File: config.mk
export PLATFORM = sky130hd
export DESIGN_NAME = natv_axil_bridge
export DESIGN_NICKNAME = d
export VERILOG_FILES = /design/src/rtl/natv_axil_bridge_pkg.sv /design/src/rtl/natv_axil_bridge_tmo_cnt.sv /design/src/rtl/natv_axil_bridge.sv
export SDC_FILE = /design/constraint.sdc
export NUM_CORES = 1
export LEC_CHECK = 0
export CORE_ASPECT_RATIO = 2
export CORE_UTILIZATION = 40
export CTS_CLUSTER_SIZE = 12
export DETAILED_ROUTE_END_ITERATION = 10
export GPL_ROUTABILITY_DRIVEN = 1
export GPL_TIMING_DRIVEN = 0
export PLACE_DENSITY_LB_ADDON = 0.05
export SLEW_MARGIN = 0
export SYNTH_ARGS = -nofsm -noshare
export SYNTH_HDL_FRONTEND = slang
export SYNTH_HIERARCHICAL = 1
export SYNTH_SLANG_ARGS = --single-unit
export TNS_END_PERCENT = 1
File: constraint.sdc
create_clock -name clk_i -period 4 [get_ports clk_i]
set_input_delay 0.8 -clock clk_i [delete_from_list [all_inputs] [get_ports clk_i]]
set_output_delay 0.8 -clock clk_i [all_outputs]
set_load 0.01 [all_outputs]
File: src/rtl/natv_axil_bridge_pkg.sv
// Shared definitions for the native-bus to AXI4-Lite bridge.
package natv_axil_bridge_pkg;

    typedef enum logic [2:0] {
        ST_IDLE    = 3'd0,
        ST_WR_ADDR = 3'd1,
        ST_WR_RESP = 3'd2,
        ST_RD_ADDR = 3'd3,
        ST_RD_DATA = 3'd4,
        ST_DONE    = 3'd5
    } state_e;

    localparam logic [31:0] ERR_RDATA_DEF = 32'hDEAD_BEEF;

    // Width of the per-access timeout counter; one spare bit above the terminal count.
    function automatic int tmo_cnt_w(input int timeout_cycles);
        return $clog2(timeout_cycles) + 1;
    endfunction

endpackage

File: src/rtl/natv_axil_bridge_tmo_cnt.sv
// Per-access timeout counter plus saturating count of timeout events.
module axil_tmo_cnt #(
    parameter int TIMEOUT_CYCLES = 1024,
    parameter int CNT_W          = 11
) (
    input  logic       clk_i,
    input  logic       rst_i,
    input  logic       clr_i,
    input  logic       en_i,
    input  logic       evt_i,
    output logic       tc_o,
    output logic [7:0] evt_cnt_o
);

    logic [CNT_W-1:0] cnt_q;

    // Terminal count stays asserted once reached, so a late response cannot skip past it.
    assign tc_o = (cnt_q >= CNT_W'(TIMEOUT_CYCLES - 1));

    // Access-age counter: held at zero while idle, stops at terminal count.
    always_ff @(posedge clk_i) begin
        if (rst_i)
            cnt_q <= '0;
        else if (clr_i)
            cnt_q <= '0;
        else if (en_i && !tc_o)
            cnt_q <= cnt_q + 1'b1;
    end

    // Timeout event counter, saturating at 255.
    always_ff @(posedge clk_i) begin
        if (rst_i)
            evt_cnt_o <= '0;
        else if (evt_i && (evt_cnt_o != 8'hFF))
            evt_cnt_o <= evt_cnt_o + 8'd1;
    end

endmodule

File: src/rtl/natv_axil_bridge.sv
// Native valid/ready core bus to AXI4-Lite master, one access in flight, with timeout retirement.
module natv_axil_bridge
    import natv_axil_bridge_pkg::*;
#(
    parameter int          TIMEOUT_CYCLES = 1024,
    parameter logic [31:0] ERR_RDATA      = ERR_RDATA_DEF
) (
    input  logic        clk_i,
    input  logic        rst_i,
    input  logic        mem_valid_i,
    input  logic        mem_instr_i,
    input  logic [31:0] mem_addr_i,
    input  logic [31:0] mem_wdata_i,
    input  logic [3:0]  mem_wstrb_i,
    output logic        mem_ready_o,
    output logic [31:0] mem_rdata_o,
    output logic        mem_axi_awvalid,
    input  logic        mem_axi_awready,
    output logic [31:0] mem_axi_awaddr,
    output logic [2:0]  mem_axi_awprot,
    output logic        mem_axi_wvalid,
    input  logic        mem_axi_wready,
    output logic [31:0] mem_axi_wdata,
    output logic [3:0]  mem_axi_wstrb,
    input  logic        mem_axi_bvalid,
    output logic        mem_axi_bready,
    output logic        mem_axi_arvalid,
    input  logic        mem_axi_arready,
    output logic [31:0] mem_axi_araddr,
    output logic [2:0]  mem_axi_arprot,
    input  logic        mem_axi_rvalid,
    output logic        mem_axi_rready,
    input  logic [31:0] mem_axi_rdata,
    output logic        tmo_irq_o,
    output logic [7:0]  tmo_cnt_o
);

    localparam int CNT_W = tmo_cnt_w(TIMEOUT_CYCLES);

    state_e      state_q, state_d;
    logic [31:0] addr_q, wdata_q, rdata_q, rdata_d;
    logic [3:0]  wstrb_q;
    logic        instr_q;
    logic        aw_done_q, aw_done_d, w_done_q, w_done_d;
    logic        awvalid_q, wvalid_q, bready_q, arvalid_q, rready_q;
    logic        ready_q, tmo_irq_q;
    logic        tmo_fire, tc;

    axil_tmo_cnt #(
        .TIMEOUT_CYCLES (TIMEOUT_CYCLES),
        .CNT_W          (CNT_W)
    ) u_tmo (
        .clk_i     (clk_i),
        .rst_i     (rst_i),
        .clr_i     (state_q == ST_IDLE),
        .en_i      ((state_q != ST_IDLE) && (state_q != ST_DONE)),
        .evt_i     (tmo_fire),
        .tc_o      (tc),
        .evt_cnt_o (tmo_cnt_o)
    );

    // Next state, handshake tracking and completion data; a real response beats the timeout.
    always_comb begin
        state_d   = state_q;
        aw_done_d = aw_done_q;
        w_done_d  = w_done_q;
        rdata_d   = '0;
        tmo_fire  = 1'b0;
        case (state_q)
            ST_IDLE: begin
                aw_done_d = 1'b0;
                w_done_d  = 1'b0;
                if (mem_valid_i)
                    state_d = (|mem_wstrb_i) ? ST_WR_ADDR : ST_RD_ADDR;
            end
            ST_WR_ADDR: begin
                aw_done_d = aw_done_q | (awvalid_q & mem_axi_awready);
                w_done_d  = w_done_q  | (wvalid_q  & mem_axi_wready);
                if (aw_done_d && w_done_d) begin
                    state_d = ST_WR_RESP;
                end else if (tc) begin
                    state_d  = ST_DONE;
                    tmo_fire = 1'b1;
                end
            end
            ST_WR_RESP: begin
                if (mem_axi_bvalid) begin
                    state_d = ST_DONE;
                end else if (tc) begin
                    state_d  = ST_DONE;
                    tmo_fire = 1'b1;
                end
            end
            ST_RD_ADDR: begin
                if (mem_axi_arready) begin
                    state_d = ST_RD_DATA;
                end else if (tc) begin
                    state_d  = ST_DONE;
                    rdata_d  = ERR_RDATA;
                    tmo_fire = 1'b1;
                end
            end
            ST_RD_DATA: begin
                if (mem_axi_rvalid) begin
                    state_d = ST_DONE;
                    rdata_d = mem_axi_rdata;
                end else if (tc) begin
                    state_d  = ST_DONE;
                    rdata_d  = ERR_RDATA;
                    tmo_fire = 1'b1;
                end
            end
            ST_DONE: state_d = ST_IDLE;
            default: state_d = ST_IDLE;
        endcase
    end

    // State, request capture and registered bus outputs derived from the next state.
    always_ff @(posedge clk_i) begin
        if (rst_i) begin
            state_q   <= ST_IDLE;
            aw_done_q <= 1'b0;
            w_done_q  <= 1'b0;
            addr_q    <= '0;
            wdata_q   <= '0;
            wstrb_q   <= '0;
            instr_q   <= 1'b0;
            awvalid_q <= 1'b0;
            wvalid_q  <= 1'b0;
            bready_q  <= 1'b0;
            arvalid_q <= 1'b0;
            rready_q  <= 1'b0;
            ready_q   <= 1'b0;
            tmo_irq_q <= 1'b0;
            rdata_q   <= '0;
        end else begin
            state_q   <= state_d;
            aw_done_q <= aw_done_d;
            w_done_q  <= w_done_d;
            if (state_q == ST_IDLE && mem_valid_i) begin
                addr_q  <= mem_addr_i;
                wdata_q <= mem_wdata_i;
                wstrb_q <= mem_wstrb_i;
                instr_q <= mem_instr_i;
            end
            awvalid_q <= (state_d == ST_WR_ADDR) && !aw_done_d;
            wvalid_q  <= (state_d == ST_WR_ADDR) && !w_done_d;
            bready_q  <= (state_d == ST_IDLE) || (state_d == ST_WR_RESP);
            arvalid_q <= (state_d == ST_RD_ADDR);
            rready_q  <= (state_d == ST_IDLE) || (state_d == ST_RD_DATA);
            ready_q   <= (state_d == ST_DONE);
            tmo_irq_q <= tmo_fire;
            rdata_q   <= rdata_d;
        end
    end

    assign mem_ready_o     = ready_q;
    assign mem_rdata_o     = rdata_q;
    assign tmo_irq_o       = tmo_irq_q;
    assign mem_axi_awvalid = awvalid_q;
    assign mem_axi_awaddr  = addr_q;
    assign mem_axi_awprot  = 3'b000;
    assign mem_axi_wvalid  = wvalid_q;
    assign mem_axi_wdata   = wdata_q;
    assign mem_axi_wstrb   = wstrb_q;
    assign mem_axi_bready  = bready_q;
    assign mem_axi_arvalid = arvalid_q;
    assign mem_axi_araddr  = addr_q;
    assign mem_axi_arprot  = {instr_q, 2'b00};
    assign mem_axi_rready  = rready_q;

endmodule
== Word-level counts from Yosys, hierarchy flattened ==
Cells that the tools add are included.

* Shift operators: 0
* Muxes and demuxes: 20
* Reductions and logical operators: 17
* Bitwise gates (word level): 4
* Magnitude comparators: 1
* $add $sub $neg: 2
* Divide/modulo/power cells: 0
* Multipliers: 0
* Equal/unequal tests: 11

{| class="wikitable"
|+ Operators by type and width
! operator !! number
|-
| $mux W32 || 3
|-
| $pmux W32 S2 || 1
|-
| $mux W3 || 6
|-
| $pmux W3 S5 || 1
|-
| $eq A3 B2 Y1 const B || 4
|-
| $add A11 B1 Y11 const B || 1
|-
| $ge A11 B10 Y1 const B || 1
|-
| $eq A3 B3 Y1 const B || 3
|-
| $add A8 B1 Y8 const B || 1
|-
| $ne A8 B8 Y1 const B || 1
|-
| $logic_and A1 B1 Y1 || 7
|-
| $eq A3 B1 Y1 const B || 2
|-
| $logic_not A3 Y1 || 2
|-
| $mux W1 || 5
|-
| $pmux W1 S2 || 2
|-
| $pmux W1 S4 || 1
|-
| $reduce_or A4 Y1 || 1
|-
| $logic_not A1 Y1 || 3
|-
| $ne A3 B3 Y1 const B || 1
|-
| $reduce_bool A3 Y1 || 1
|-
| $and A1 B1 Y1 || 2
|-
| $logic_or A1 B1 Y1 || 2
|-
| $mux W2 || 1
|-
| $or A1 B1 Y1 || 2
|-
| $reduce_or A2 Y1 || 1
|}

* Bits in writable memories: 0
* Output and inout bits: 153
* Bits in registers: 132
* Memories kept: 0
* Word-level logic and storage cells: 72
* Bits in read-only memories: 0
* Bits of input ports: 109
* Bits in latches: 0

== Longest topological paths before layout ==
Gate-level depths: netlist of the first run.

* Word-level depth: 7
* Mapped depth: 11

== Hierarchy ==
Netlist of the first run, hierarchy kept.

{| class="wikitable"
|+ By module, submodules not included
! module !! area an instance (um^2) !! cells an instance !! seq. area each (um^2) !! times used
|-
| natv_axil_bridge || 4257.8 || 516 || 2262.2 || 1
|-
| axil_tmo_cnt || 942.2 || 106 || 380.4 || 1
|}

== Worst setup path before layout of the first run ==
OpenSTA, ideal clock, no wires.

* Path type: flip-flop to flip-flop
* Start: register u_tmo.cnt_q[5]
* End: register u_tmo.evt_cnt_o[6]
* Period minus slack after synthesis: 2.462 ns
* Required time: 3.873 ns
* Setup time: 0.127 ns
* Data arrival time: 2.335 ns
* Buffers on the path: 1
* Setup slack: 1.538 ns
* Cell stages (with the launch flop): 11
* Path through: dfxtp_1 -> nand4_2 -> or4_4 -> nand2b_1 -> o21ai_1 -> buf_2 -> nand2_1 -> nand3_1 -> or4_1 -> o21ai_0 -> nor2_1

* Longest elaborated chain between the ends: 5
* Elaborated cells between the ends (all ways): 8
* Classes of those cells: order compare: 1; mux: 6; reduce/logical: 1

{| class="wikitable"
|+ Ends and longest elaborated chain
! element !! RTL line !! source
|-
| start: declaration || natv_axil_bridge_tmo_cnt.sv:15 || <nowiki>logic [CNT_W-1:0] cnt_q;</nowiki>
|-
| start signal: assignment || natv_axil_bridge_tmo_cnt.sv:27 || <nowiki>cnt_q <= cnt_q + 1'b1;</nowiki>
|-
| $ge A11 B10 Y1 * || natv_axil_bridge_tmo_cnt.sv:18 || <nowiki>assign tc_o = (cnt_q >= CNT_W'(TIMEOUT_CYCLES - 1));</nowiki>
|-
| named net tc || natv_axil_bridge.sv:47 || <nowiki>logic tmo_fire, tc;</nowiki>
|-
| $mux W1 * || n/a ||
|-
| $mux W1 (on tied branches) || n/a ||
|-
| $pmux W1 S4 * || natv_axil_bridge.sv:69 || <nowiki>case (state_q)</nowiki>
|-
| named net tmo_fire || natv_axil_bridge.sv:47 ||
|-
| $logic_and A1 B1 Y1 * || natv_axil_bridge_tmo_cnt.sv:34 || <nowiki>else if (evt_i && (evt_cnt_o != 8'hFF))</nowiki>
|-
| end signal: assignment || natv_axil_bridge_tmo_cnt.sv:35 || <nowiki>evt_cnt_o <= evt_cnt_o + 8'd1;</nowiki>
|-
| end: declaration || natv_axil_bridge_tmo_cnt.sv:12 || <nowiki>output logic [7:0] evt_cnt_o</nowiki>
|}

Mark *: on every way through the listed nets, which the timed path passes. The rest lies on a longest branch.
A chain may end at the register's enable or synchronous reset.

== Worst setup path in the final report of the first run ==
* Start: register u_tmo.cnt_q[5]
* End: register u_tmo.evt_cnt_o[7]

Same word-level chain as after synthesis.

==> results.sh, run 1 <==
export IMPL_cp_arrival_ns=3.28
export IMPL_dp_slack_ns=0.866
export IMPL_fin_setup_tns_ns=0
export IMPL_cts_sinks=132
export IMPL_synthTopCellsByCount="175 x nand2_1, 132 x dfxtp_1, 101 x a21oi_1"
export IMPL_grtUsageTotal=0.240
export IMPL_yosysMostFrequentCell="nand2_1"
export IMPL_rows=58
export IMPL_cts_buffers=17
export IMPL_drv_slew=0
export IMPL_synth_cell_types=65
export IMPL_hold_path_depth=2
export IMPL_internal_power_mw=2.66
export IMPL_syn_area_sq_um=5200
export IMPL_cts_tree="yes"
export IMPL_synth_edf_count=0
export IMPL_fp_dieH_microns=163
export IMPL_finalCriticalPeriod_ns=3.00
export IMPL_critPathKind="reg2reg"
export IMPL_vdd_drop_max_v=0.000303
export IMPL_synthTopCellsByArea="dfxtp_1 51%, nand2_1 13%, a21oi_1 9.7%, buf_4 5.6%, nor2_1 1.7%"
export IMPL_ant_nets=0
export IMPL_io_pin_count=262
export IMPL_wl_microns=16000
export IMPL_finalNetCount=1012
export IMPL_setup_viol=0
export IMPL_post_dp_hpwl_microns=12500
export IMPL_dpl_cell_area_sq_um=7970
export IMPL_finalCritPeriodShare=0.749
export IMPL_cts_repair_resized=0
export IMPL_maxCapViolations=0
export IMPL_synth_async_reset_ratio=0
export IMPL_grt_setup_unrepaired="no"
export IMPL_tightestPinTransition_ns=0.613
export IMPL_yosysTopAreaCellShare=0.508
export IMPL_antenna_found_initial=0
export IMPL_grt_pass1_vias=5051
export IMPL_clkTransAtPathRegs_ns=0.06
export IMPL_stdcell_area_sq_um=8570
export IMPL_fmax_mhz=334
export IMPL_cts_hold_buf=0
export IMPL_status="completed"
export IMPL_fin_ws_ns=1.00
export IMPL_critPathRequiredTime_ns=4.29
export IMPL_synth_top_cell_by_area="dfxtp_1"
export IMPL_die_area_sq_um=13500
export IMPL_start_util=0.412
export IMPL_seqPwrFrac=0.402
export IMPL_dp_cells=1032
export IMPL_combPwrFrac=0.159
export IMPL_yosysSeqAreaShare=0.508
export IMPL_clock_root_buffer="clkbuf_16"
export IMPL_layout_cells_non_filler=1064
export IMPL_max_slew_margin=0.589
export IMPL_reg2reg_depth=9
export IMPL_place_congestion=0.900
export IMPL_portBuffers=256
export IMPL_netlist_instances=622
export IMPL_hold_viol=0
export IMPL_switchingPower_mw=0.870
export IMPL_routedWlPerCell_microns=15.0
export IMPL_clock_skew_final_ns=0.0128
export IMPL_num_vias=5227
export IMPL_ys_ff_latch=132
export IMPL_end_kind="flop"
export IMPL_yosys_warnings=6
export IMPL_synth_flop_cell="dfxtp_1"
export IMPL_via_per_inst=4.91
export IMPL_cts_max_level=4
export IMPL_drive_gt1_frac=0.112
export IMPL_syn_avg_cell_area_sq_um=8.36
export IMPL_grt_overflow=0
export IMPL_swShare=0.247
export IMPL_critPathLaunchType="flop"
export IMPL_antenna_cells=0
export IMPL_leakage_nw=3.33
export IMPL_fp_coreArea_sq_um=12600
export IMPL_drcViolationCount=0
export IMPL_power_mw=3.53
export IMPL_dr_pass1_iters=4
export IMPL_clk_latency_ns=0.42
export IMPL_fillCellCount=1067
export IMPL_drt_iter0_markers=212
export IMPL_postCtsSetupBuffers=0
export IMPL_area_growth_pct=64.7
export IMPL_hp_class="reg2reg"
export IMPL_power_density_nw_per_um2=412
export IMPL_grt_max_degree=17
export IMPL_worstPathMaxFanout=10
export IMPL_clock_path_buffers=2
export IMPL_clock_power_share=0.439
export IMPL_grt_first_pass_wirelength_microns=24100
export IMPL_die_width_microns=82.6
-- area by class of cell --
| cell class | count | area (sq um) | share of cell area |
|---|---|---|---|
| multi-input combinational | 410 | 2090 | 0.243 |
| timing repair buffer | 256 | 2560 | 0.299 |
| tap | 150 | 188 | 0.0219 |
| clock buffer | 19 | 453 | 0.0529 |
| clock inverter | 13 | 148 | 0.0172 |
| sequential | 132 | 2640 | 0.309 |
| inverter | 8 | 30.0 | 0.00351 |
| buffer | 76 | 457 | 0.0533 |
-- final timing paths --
check | startpoint | end | slack (ns)
worst max register to register | u_tmo/cnt_q[5] | u_tmo/evt_cnt_o[7] | 1.00
worst min-delay path | mem_axi_wdata[29] | mem_axi_wdata[29] | 0.45
worst max-delay path | u_tmo/cnt_q[5] | u_tmo/evt_cnt_o[7] | 1.00
worst min register to register | mem_axi_wdata[29] | mem_axi_wdata[29] | 0.45
-- power groups by stage --
| stage | combinational (mW) | clock (mW) | sequential [mW] |
|---|---|---|---|
| 2_1_floorplan | 0.215 | 0 | 1.47 |
| 3_3_place_gp | 0.556 | 0 | 1.44 |
| 3_5_place_dp | 0.564 | 0 | 1.45 |
| 4_1_cts | 0.567 | 1.58 | 1.42 |
| 5_1_grt | 0.614 | 1.64 | 1.42 |
| 6_report | 0.562 | 1.55 | 1.42 |
-- flip-flops by register name (all words and copies together) (netlist names) --
| signal | count |
|---|---|
| u_tmo/evt_cnt_o | 8 |
| aw_done_q | 1 |
| mem_rdata_o | 32 |
| mem_axi_wvalid | 1 |
| tmo_irq_o | 1 |
| mem_axi_bready | 1 |
| u_tmo/cnt_q | 11 |
| mem_axi_awvalid | 1 |
| mem_axi_araddr | 32 |
| w_done_q | 1 |
| state_q | 3 |
| mem_axi_wdata | 32 |
| mem_axi_rready | 1 |
| mem_ready_o | 1 |
| mem_axi_wstrb | 4 |
| instr_q | 1 |
| mem_axi_arvalid | 1 |
-- metal layers --
layer,track usage,wire length [microns],up-vias
met5,0,0,-
met4,0.107,439,0
met3,0.0838,1230,27
met2,0.455,8980,207
met1,0.216,5360,2386
li1,-,-,2607
-- critical path: stages, from the launching register on --
cell and delay (ns):
dfxtp_1 0.46, nand4_2 0.16, or4_4 0.58, nand2b_1 0.20, o21ai_1 0.27, buf_2 0.27, nand2_1 0.23, nand3_1 0.14
a2111oi_0 0.42, a211oi_1 0.14
-- through the flow --
stage / hold slack [ns] / util
4_1_cts: 0.454 / 0.678
2_1_floorplan: 0.437 / -
3_3_place_gp: 0.443 / 0.631
5_1_grt: 0.472 / 0.678
3_5_place_dp: 0.446 / 0.631
6_report: 0.453 / 0.678
-- cell usage in the layout, fill, tap and decap left out, types with 3 or more instances in the layout --
| cell | Yosys | layout |
|---|---|---|
| xor2_1 | 3 | 3 |
| and2_1 | 3 | 3 |
| nand3_1 | 8 | 8 |
| conb_1 | 1 | 5 |
| nor2_1 | 24 | 24 |
| inv_6 | 0 | 4 |
| nor3b_1 | 3 | 3 |
| clkdlybuf4s50_1 | 0 | 256 |
| clkbuf_1 | 22 | 22 |
| nor2b_1 | 3 | 3 |
| clkbuf_16 | 0 | 17 |
| buf_4 | 39 | 39 |
| clkinvlp_4 | 0 | 4 |
| and3_1 | 12 | 12 |
| buf_2 | 14 | 14 |
| inv_1 | 8 | 8 |
| dfxtp_1 | 132 | 132 |
| o21ai_0 | 7 | 7 |
| nand2_1 | 175 | 175 |
| a21oi_1 | 101 | 101 |
| a31oi_1 | 8 | 8 |
-- kinds of logic after synthesis --
kind of cell | share of synthesized area
simple gates | 0.222
compound gates | 0.158
flops | 0.508
buf+inv | 0.0936
xor+xnor | 0.00674
mux | 0.00674
fa+ha+maj | 0.00481
other cells | 0.000721
(Power assumes the default switching activity.)
==> inputs of run 2 (changes only) <==
clock period = 2.8 ns   (was 4 ns; I/O delays follow)
==> results.sh, run 2 (same netlist as run 1, synthesis figures left out) <==
export IMPL_critPathLaunchType="flop"
export IMPL_fp_dieH_microns=163
export IMPL_area_growth_pct=65.0
export IMPL_crit_cells=10
export IMPL_power_density_nw_per_um2=588
export IMPL_timing_hold_ws_ns=0.454
export IMPL_crit_start="u_tmo/cnt_q[7]"
export IMPL_vdd_drop_max_v=0.000433
export IMPL_drt_iter0_markers=226
export IMPL_cp_top_family="simple AND/OR/NAND/NOR gates"
export IMPL_regArea_sq_um=2650
export IMPL_post_dp_hpwl_microns=12500
export IMPL_stdcell_area_sq_um=8580
export IMPL_fp_coreArea_sq_um=12600
export IMPL_fin_setup_tns_ns=0
export IMPL_io_pin_count=262
export IMPL_dpl_cell_area_sq_um=7970
export IMPL_cts_repair_resized=3
export IMPL_clock_root_buffer="clkbuf_16"
export IMPL_rows=58
export IMPL_cts_max_level=4
export IMPL_multi_input_area_sq_um=2100
export IMPL_cts_tree="yes"
export IMPL_fmax_mhz=378
export IMPL_end_kind="flop"
export IMPL_reg2reg_depth=10
export IMPL_clock_skew_final_ns=0.0116
export IMPL_place_congestion=0.900
export IMPL_num_vias=5234
export IMPL_leakage_nw=3.33
export IMPL_cts_buffers=17
export IMPL_utilization=0.679
export IMPL_power_mw=5.04
export IMPL_top_layer_used="met4"
export IMPL_crit_chain="nand4_2 -> or4_4 -> nand2b_2 -> inv_1 -> a211o_1 -> nand2_2 -> nand3_1 -> or4_1 -> o21ai_0 -> nor2_1"
export IMPL_grt_overflow=0
export IMPL_portBuffers=256
export IMPL_drive_gt1_frac=0.118
export IMPL_final_common_cell="clkdlybuf4s50_1"
export IMPL_hp_class="reg2reg"
export IMPL_finalCritPeriodShare=0.944
export IMPL_finalCriticalPeriod_ns=2.64
export IMPL_grt_pass1_vias=5055
export IMPL_critPathRequiredTime_ns=3.09
export IMPL_hp_start="mem_axi_wdata[27]"
export IMPL_setup_viol=0
export IMPL_ant_nets=0
export IMPL_via_per_inst=4.92
export IMPL_critPathKind="reg2reg"
export IMPL_dr_pass1_iters=4
export IMPL_finalNetCount=1012
export IMPL_maxCapViolations=0
export IMPL_fillCellCount=1064
export IMPL_route_met2_wl_microns=8960
export IMPL_drv_slew=0
export IMPL_cts_hold_buf=0
export IMPL_wl_met1_microns=5290
export IMPL_r2r_start="u_tmo/cnt_q[7]"
export IMPL_critPathSlowestCell="or4_4"
export IMPL_die_width_microns=82.6
export IMPL_antenna_found_initial=0
export IMPL_cp_num_buf_inv=1
export IMPL_crit_path_end="u_tmo/evt_cnt_o[6]"
export IMPL_clk_latency_ns=0.42
export IMPL_postCtsSetupBuffers=0
export IMPL_cts_sinks=132
export IMPL_grt_setup_unrepaired="no"
export IMPL_clkTransAtPathRegs_ns=0.06
export IMPL_grt_first_pass_wirelength_microns=24200
export IMPL_wl_met3_microns=1300
export IMPL_grt_max_degree=17
export IMPL_grtUsageTotal=0.240
export IMPL_cp_arrival_ns=2.94
export IMPL_routedWlPerCell_microns=15.0
export IMPL_start_util=0.412
export IMPL_r2r_end="u_tmo/evt_cnt_o[6]"
export IMPL_wl_microns=16000
export IMPL_die_area_sq_um=13500
export IMPL_critPathMaxStageDelay_ns=0.57
export IMPL_tightestPinTransition_ns=0.541
export IMPL_drcViolationCount=0
export IMPL_antenna_cells=0
export IMPL_final_cell_mix="256 x clkdlybuf4s50_1, 174 x nand2_1, 129 x dfxtp_1, 101 x a21oi_1, 39 x buf_4"
export IMPL_hold_viol=0
export IMPL_max_slew_margin=0.639
export IMPL_clock_path_buffers=2
export IMPL_worstPathMaxFanout=7
export IMPL_r2r_slack_ns=0.16
export IMPL_status="completed"
run 2: cell counts in the layout (fill, tap and decap cells not counted):
No cell type changed its count.
run 2: area by class of cell:
| class | count | area share |
|---|---|---|
| Multi-Input combinational cell | 410 | 0.244 |
| Clock inverter | 13 | 0.0172 |
| Clock buffer | 19 | 0.0528 |
| Buffer | 76 | 0.0532 |
| Timing Repair Buffer | 256 | 0.299 |
| Sequential cell | 132 | 0.308 |
| Tap cell | 150 | 0.0219 |
| Inverter | 8 | 0.00350 |
run 2: worst min-delay path, cell delays in order, from the launching register on:
cell and delay, ns:
dfxtp_1 0.31, nand2_1 0.05, a21oi_1 0.05
run 2: routing by layer:
| layer | track usage | vias up |
|---|---|---|
| met5 | 0 | - |
| met4 | 0.107 | 0 |
| met3 | 0.0838 | 29 |
| met2 | 0.456 | 216 |
| met1 | 0.217 | 2384 |
| li1 | - | 2605 |
run 2: where the power goes:
group          internal (mW)  switching (mW)
sequential              1.97          0.0577
combinational          0.463           0.340
clock                   1.37           0.847
run 2: worst min-delay path by stage:
stage | to | slack, ns | cells after the start
finish | mem_axi_wdata[27] | 0.45 | 2
global route | mem_axi_wdata[31] | 0.47 | 2
CTS | mem_axi_wdata[24] | 0.45 | 2
detailed placement | mem_axi_wdata[24] | 0.45 | 2
global placement | mem_axi_wdata[8] | 0.44 | 2
floorplan | instr_q | 0.44 | 2
run 2: metrics by stage:
step | instances | setup WS, ns
4_1_cts | 1064 | 0.0287
3_3_place_gp | 1032 | -0.126
6_report | 1064 | 0.157
2_1_floorplan | 626 | 0.338
5_1_grt | 1064 | 0.0341
3_5_place_dp | 1032 | -0.191
